$ cat src/rtl/counter_ctrl_pkg.sv
// Shared types and mode-bit positions for the counter run controller.
package counter_ctrl_pkg;

    typedef enum logic [1:0] {
        IDLE = 2'd0,
        LOAD = 2'd1,
        RUN  = 2'd2
    } state_t;

    localparam int MODE_DIR_BIT    = 0;
    localparam int MODE_RELOAD_BIT = 1;

endpackage

$ cat src/rtl/counter_prescaler.sv
// Tick divider for the run controller: tick every div+1 enabled clocks.
// Only instantiated when COUNTER_PRESCALE_EN is defined.
module counter_prescaler #(
    parameter int PRESC_W = 4
) (
    input  logic               clk,
    input  logic               rstn,
    input  logic               clr,
    input  logic               en,
    input  logic [PRESC_W-1:0] div,
    output logic               tick
);

    logic [PRESC_W-1:0] cnt;

    assign tick = en && (cnt == div);

    always_ff @(posedge clk or negedge rstn) begin
        if (!rstn) begin
            cnt <= '0;
        end else if (clr) begin
            cnt <= '0;
        end else if (en) begin
            cnt <= tick ? '0 : cnt + PRESC_W'(1);
        end
    end

endmodule

$ cat src/rtl/counter_run_ctrl.sv
// Start/stop sequencer for the counter datapath: load, step per tick, terminal count.
// Optional tick prescaler selected with COUNTER_PRESCALE_EN.
//
//   state | meaning
//   IDLE  | waiting for start; count holds last value
//   LOAD  | mode/limit captured; count gets its initial value next edge
//   RUN   | stepping once per tick toward the terminal value
module counter_run_ctrl
    import counter_ctrl_pkg::*;
#(
    parameter int WIDTH   = 8,
    parameter int PRESC_W = 4
) (
    input  logic               clk,
    input  logic               rstn,
    input  logic               start,
    input  logic               stop,
    input  logic [1:0]         mode,
    input  logic [WIDTH-1:0]   limit,
    input  logic [PRESC_W-1:0] presc_div,
    output logic               ack,
    output logic               busy,
    output logic [WIDTH-1:0]   count,
    output logic               done
);

    state_t           state, state_d;
    logic [1:0]       mode_q, mode_d;
    logic [WIDTH-1:0] limit_q, limit_d;
    logic [WIDTH-1:0] count_d;
    logic             ack_d, busy_d, done_d;
    logic             tick;
    logic [WIDTH-1:0] init_val, term_val;
    logic             dir_down, reload;

    assign dir_down = mode_q[MODE_DIR_BIT];
    assign reload   = mode_q[MODE_RELOAD_BIT];
    assign init_val = dir_down ? limit_q : '0;
    assign term_val = dir_down ? '0 : limit_q;

`ifdef COUNTER_PRESCALE_EN
    counter_prescaler #(
        .PRESC_W(PRESC_W)
    ) u_presc (
        .clk  (clk),
        .rstn (rstn),
        .clr  (state != RUN),
        .en   (busy),
        .div  (presc_div),
        .tick (tick)
    );
`else
    logic unused_presc;
    assign unused_presc = ^presc_div;
    assign tick         = 1'b1;
`endif

    always_ff @(posedge clk or negedge rstn) begin
        if (!rstn) begin
            state   <= IDLE;
            mode_q  <= '0;
            limit_q <= '0;
            count   <= '0;
            ack     <= 1'b0;
            busy    <= 1'b0;
            done    <= 1'b0;
        end else begin
            state   <= state_d;
            mode_q  <= mode_d;
            limit_q <= limit_d;
            count   <= count_d;
            ack     <= ack_d;
            busy    <= busy_d;
            done    <= done_d;
        end
    end

    always_comb begin
        state_d = state;
        mode_d  = mode_q;
        limit_d = limit_q;
        count_d = count;
        ack_d   = 1'b0;
        busy_d  = busy;
        done_d  = 1'b0;
        case (state)
            IDLE: begin
                busy_d = 1'b0;
                if (start && !stop) begin
                    mode_d  = mode;
                    limit_d = limit;
                    state_d = LOAD;
                    ack_d   = 1'b1;
                    busy_d  = 1'b1;
                end
            end
            LOAD: begin
                if (stop) begin
                    state_d = IDLE;
                    busy_d  = 1'b0;
                end else begin
                    count_d = init_val;
                    state_d = RUN;
                    busy_d  = 1'b1;
                end
            end
            RUN: begin
                // stop outranks a terminal count landing on the same edge
                if (stop) begin
                    state_d = IDLE;
                    busy_d  = 1'b0;
                end else if (tick) begin
                    if (count == term_val) begin
                        done_d = 1'b1;
                        if (reload) begin
                            count_d = init_val;
                        end else begin
                            state_d = IDLE;
                            busy_d  = 1'b0;
                        end
                    end else if (dir_down) begin
                        count_d = count - WIDTH'(1);
                    end else begin
                        count_d = count + WIDTH'(1);
                    end
                end
            end
            default: begin
                state_d = IDLE;
                busy_d  = 1'b0;
            end
        endcase
    end

endmodule
$ cat config.mk
export PLATFORM = sky130hd
export DESIGN_NAME = counter_run_ctrl
export DESIGN_NICKNAME = d
export VERILOG_FILES = /design/src/rtl/counter_ctrl_pkg.sv /design/src/rtl/counter_prescaler.sv /design/src/rtl/counter_run_ctrl.sv
export SDC_FILE = /design/constraint.sdc
export NUM_CORES = 1
export LEC_CHECK = 0
export ABC_AREA = 1
export BUFFER_PORTS_ARGS = -buffer_cell sky130_fd_sc_hd__buf_2
export CORE_MARGIN = 2
export CORE_UTILIZATION = 40
export DETAILED_ROUTE_END_ITERATION = 8
export GPL_TIMING_DRIVEN = 0
export MAX_ROUTING_LAYER = met4
export PLACE_DENSITY = 0.69
export RECOVER_POWER = 100
export SLEW_MARGIN = 10
export SYNTH_ARGS = -nofsm -noshare
export SYNTH_HDL_FRONTEND = slang
export SYNTH_SLANG_ARGS = --single-unit
export TNS_END_PERCENT = 30
$ cat constraint.sdc
create_clock -name clk -period 4.4 [get_ports clk]
set_input_delay 0.88 -clock clk [delete_from_list [all_inputs] [get_ports clk]]
set_output_delay 0.88 -clock clk [all_outputs]
set_load 0.03 [all_outputs]
# Yosys cells after proc, flatten, opt, wreduce, memory -nomap -nowiden
# Index checks and enable logic that the tools add are counted.
# classes
addsub,2
n_eq_ne,9
mux,24
reduce_logical,8
# ops
cell,n
2-to-1 mux 8 bit,7
case mux 8 bit (2 select lines),1
2-to-1 mux 2 bit,5
2-to-1 mux 1 bit,9
inequality test 3 bit (second input constant),3
adder 8 x 1 -> 8 bit (second input constant),1
== test 8 bit,1
subtractor 8 x 1 -> 8 bit (second input constant),1
inequality test 2 bit (second input constant),3
case mux 2 bit (3 select lines),1
AND reduction 2 bit,2
AND reduction 4 bit,1
case mux 1 bit (3 select lines),1
AND reduction 3 bit,1
== test 2 x 1 -> 1 bit (second input constant),1
== test 2 bit (second input constant),1
zero test 2 bit,1
nonzero test 2 bit,1
logical AND 1 bit,1
zero test 1 bit,1
# totals
ff_bits,23
in_bits,18
out_inout_bits,11
elab_cells,50

# Logic depth before layout (Yosys ltp)
# logic_depth
word_depth,5
mapped_depth,15
mapped_depth_nobuf,13

# Least setup slack after synthesis
# Ideal clock, no wire load.
# synth_timing
path_type,reg-to-reg
start,reg mode_q[0]
end,reg count[6]
t_arrival_ns,1.738
required_ns,4.282
path_slack_ns,2.544
stages_incl_launch_ff,15
path_buffers,2
period_less_slack_ns,1.856
cell_sequence,dfrtp_1 > buf_6 > inv_8 > buf_8 > fa_1 > inv_1 > nand2_1 > nand2_1 > nand3b_1 > nand3_1 > nand2_1 > nand2_1 > nand3_1 > nand3_2 > nand2_1
# synth_via
elab_chain_cells,5
word_cells_on_any_way,11
classes_between,eq/ne: 2; mux: 8; reduce/logical: 1
# synth_rtl
item,line_no,text
start: declaration,counter_run_ctrl.sv:28,"logic [1:0] mode_q, mode_d;"
start signal: assignment,counter_run_ctrl.sv:69,mode_q <= mode_d;
2-to-1 mux 8 bit (on tied branches),"counter_run_ctrl.sv:39, counter_run_ctrl.sv:38",
== test 8 bit or 2-to-1 mux 8 bit (tied branches),"counter_run_ctrl.sv:113, counter_run_ctrl.sv:115",
2-to-1 mux 8 bit,counter_run_ctrl.sv:113,if (count == term_val) begin
2-to-1 mux 8 bit,counter_run_ctrl.sv:109,if (stop) begin
case mux 8 bit (2 select lines),counter_run_ctrl.sv:86,case (state)
end signal: assignment,counter_run_ctrl.sv:71,count <= count_d;
end: declaration,counter_run_ctrl.sv:23,"output logic [WIDTH-1:0] count,"
# Parallel ways exist; a longest one is shown, timed or not. The select of a mux whose other input is x is not followed.
# A chain may end at the register's enable or synchronous reset.

# Worst setup path after layout
# layout_timing
start,reg mode_q[0]
end,reg busy
# layout_via
elab_chain_cells,4
# layout_rtl
item,line_no,text
2-to-1 mux 8 bit,counter_run_ctrl.sv:39,assign term_val = dir_down ? '0 : limit_q;
== test 8 bit,counter_run_ctrl.sv:113,
inequality test 3 bit (no source line),-,
AND reduction 2 bit (no source line),-,
end signal: assignment,counter_run_ctrl.sv:73,busy <= busy_d;
end: declaration,counter_run_ctrl.sv:22,"output logic busy,"
# Every way passes these cells.

==> Implementation_results.wiki <==
{| class="wikitable"
! Metric !! Value
|-
| Per-cell via count in the routed design || approximately 4.7
|-
| Pins over their slew limit || 0
|-
| Total number of clock tree sinks || 23
|-
| Max-cap check violation count || 0
|-
| Router iterations before antenna repair || 4
|-
| Synthesized-area fraction occupied by and/or/nand/nor cells || a little under half
|-
| Clock latency reported for the late side of the worst-skew pair || between 200 and 300 ps
|-
| Clock buffers created by TritonCTS || 3
|-
| Clock tree from TritonCTS || done
|-
| Worst setup skew after layout || 2.07 ps
|-
| Number of nets produced by synthesis || between 200 and 300
|-
| Commonest non-fill, non-tap cell in the layout || nand2_1
|-
| Crit path capture type || flop
|-
| Tightest slew margin relative to the limit || 20.6%
|-
| Root buffer cell || clkbuf_8
|-
| RSZ-0062 raised after global routing || false
|-
| Std cell rows || 23
|-
| Count of flip-flops with a built-in enable after synthesis || 0
|-
| Count of input and output buffers || 24
|-
| Via total after detailed routing || between 1,000 and 1,500
|-
| 1st-iter DRT viols || 35
|-
| Share of the cycle needed by the critical path after routing || between 60% and 70%
|-
| Placed Instances || between 200 and 300
|-
| N_diodes || 0
|-
| Die Span X || approximately 68 um
|-
| Share of cells above drive strength 1 || between 10% and 20%
|-
| Fin. Hold Viols || 0
|-
| Routability congestion estimate from global placement || between 0.7 and 0.8
|-
| Top FF cell, synth || dfrtp_1
|-
| Area fraction in compound gates after synthesis || about 2.5%
|-
| Highest routing layer actually used || met4
|-
| First-pass GRT wire length || roughly 6000 um
|-
| Total power consumption of the routed design || 0.000937 W
|-
| Full die area || roughly 4600 sq um
|-
| Total negative slack || 0 ps
|-
| Core area || about 4000 sq um
|-
| Async set or reset register ratio after synthesis || 100%
|-
| Synth unique cells || 29
|-
| Resized Gates After CTS || 0
|-
| Routed metal-1 wire length || approximately 1700 um
|-
| Initial Utilization || between 40% and 50%
|-
| Post-synthesis sequential area ratio || a little over a third
|-
| Antenna-violating nets left || 0
|-
| Flops & latches, synth || 23
|-
| Average size of a mapped cell || a little over 7 sq um
|-
| Main combinational cell family by area after synthesis || simple AND/OR/NAND/NOR gates
|-
| Height of the die || 67.9 um
|-
| Final Cell Area || approximately 1800 sq um
|-
| Clock edge transition at the registers on the reported setup and hold paths || 80 ps
|-
| Maximum ir drop on the vdd rail || ~0.00022 V
|-
| Category of the critical setup timing path || reg2reg
|-
| Number of buffers inserted for hold repair after clock tree synthesis || 0
|-
| LEAKAGE || 1.00 nW
|-
| FMAX || 0.331 GHz
|-
| Largest net degree at the start of global routing || 24
|-
| Wire length after detailed routing || roughly 3400 um
|-
| Detailed route wirelength on metal2 || 1520 um
|-
| Final core utilization || between 40 and 50%
|-
| Post-synthesis share of cell area spent on full adders, half adders and majority gates || a little under 6%
|-
| Share of synthesized area spent on multiplexers || 0%
|-
| Initial antenna violation count || 0
|-
| Remaining Overflow, GRT || 0
|-
| Routed WL per cell || 11.1 um
|-
| Minimum clock period after layout || ~3000 ps
|-
| Growth of design area from synthesis to finish || 9.35%
|-
| Post-route DRC || 0
|-
| Area share of xor/xnor cells in the synthesized design || 1.61%
|-
| Result of the run || finished, final reports clean
|-
| HPWL after detailed placement || between 2000 and 3000 um
|-
| Number of buffers added for setup after CTS || 0
|-
| H-tree levels || 1
|-
| Biggest fanout along the worst timing path || 10
|-
| Final setup violation count || 0
|-
| Worst endpoint required time || between 4000 and 5000 ps
|-
| Number of global-route vias before repair || 1,341
|-
| Post-layout nets || 279
|-
| I/O pins || 29
|-
| Commonest cells after routing, fill and taps aside || nand2_1, nand3_1, dfrtp_1, inv_1, clkbuf_1
|-
| Synth Warn # || 0
|-
| PwrDens || between 500 and 600 nW/um^2
|-
| Least-Margin Pin Slew || roughly 1200 ps
|-
| Startpoint types || flop
|-
| Number of instances in the synthesized netlist || about 230
|-
| Arrival time of the worst setup path || ~3200 ps
|-
| Met3 WL post-DR || between 100 and 150 um
|-
| Post-Layout Cell Count || 303
|-
| Placed Area || about 1800 sq um
|-
| Overall routing resource usage || roughly 18%
|-
| Cell area after technology mapping || approximately 1600 sq um
|-
| Clock buffer depth || 2
|-
| Type of the most critical hold path || reg2reg
|}
[where the power goes]
group	internal [W]	switching [W]	leakage [nW]	total, W
clock	0.0000648	0.0000699	0.0228	0.000135
combinational	0.000164	0.000309	0.680	0.000473
sequential	0.000260	0.0000691	0.297	0.000329
[kinds of logic (layout without fill, tap and decap cells)]
family / count (synthesis) / after routing
buffers and inverters: 29 / 57
adder cells (fa/ha/maj): 7 / 7
AND/OR/NAND/NOR: 156 / 156
AO/OA/AOI/OAI: 7 / 7
flip-flops: 23 / 23
XOR/XNOR: 3 / 3
[state kept, by name (all words and copies together), names as in the netlist]
register	cells
busy	1
mode_q	2
count	8
done	1
limit_q	8
ack	1
state	2
[per-stage QoR]
stage	hold WS [ps]	setup slack [ps]
global placement	463	2240
global route	501	1060
CTS	478	2230
finish	481	1380
detailed placement	466	2200
floorplan	453	2540
[Yosys cell counts (2+ instances only)]
cell	count	share of area, %
dfrtp_1	23	35
inv_2	5	1.1
nor3_1	3	0.92
xor2_1	2	1.1
nor2_1	4	0.92
a21oi_1	3	0.92
nand2_4	3	2.1
nand3b_1	2	0.92
inv_1	20	4.6
nor2_4	2	1.4
o21ai_0	2	0.61
nand4_1	4	1.5
nand2_2	4	1.5
nand3_1	25	7.7
nand2_1	97	22
ha_1	6	4.6
nand3_2	8	4.9
[layer usage]
metal  GRT usage (%)  vias up
li1                -      765
met1            23.6      639
met2            27.9       29
met3            1.97        5
met4            6.00        0
met5               -        -
[worst max-delay path, stage by stage, from the launching register on]
cell	delay (ps)
dfrtp_1	520
clkbuf_1	500
inv_8	70
clkbuf_1	250
nand3b_1	150
nand2_1	50
inv_1	60
nand2_2	40
nor2_1	280
nand3_2	90
nand2_1	290
nand2_1	370
o21ai_0	170
nand2_1	70
[path summary, 6_finish.rpt]
| check | start | to | slack, ps | cells after the start |
|---|---|---|---|---|
| setup / recovery | mode_q[0]$_DFFE_PN0P_ | busy$_DFFE_PN0P_ | 1380 | 13 |
| hold / removal | state[1]$_DFFE_PN0P_ | state[0]$_DFFE_PN0P_ | 480 | 1 |
| setup reg to reg | mode_q[0]$_DFFE_PN0P_ | busy$_DFFE_PN0P_ | 1380 | 13 |
| hold reg to reg | state[1]$_DFFE_PN0P_ | state[0]$_DFFE_PN0P_ | 480 | 1 |
| max in group asynchronous | rstn | count[7]$_DFFE_PN0P_ | 2860 | 1 |
| min in group asynchronous | rstn | state[0]$_DFFE_PN0P_ | 830 | 1 |
[area by class of cell]
type,count,area [sq um]
Timing Repair Buffer,24,104
Tap cell,50,62.6
Multi-Input combinational cell,173,882
Inverter,26,105
Buffer,3,11.3
Clock buffer,4,45.0
Fill cell,440,2190
Sequential cell,23,576
No activity file was read; power rests on OpenSTA's default activity.
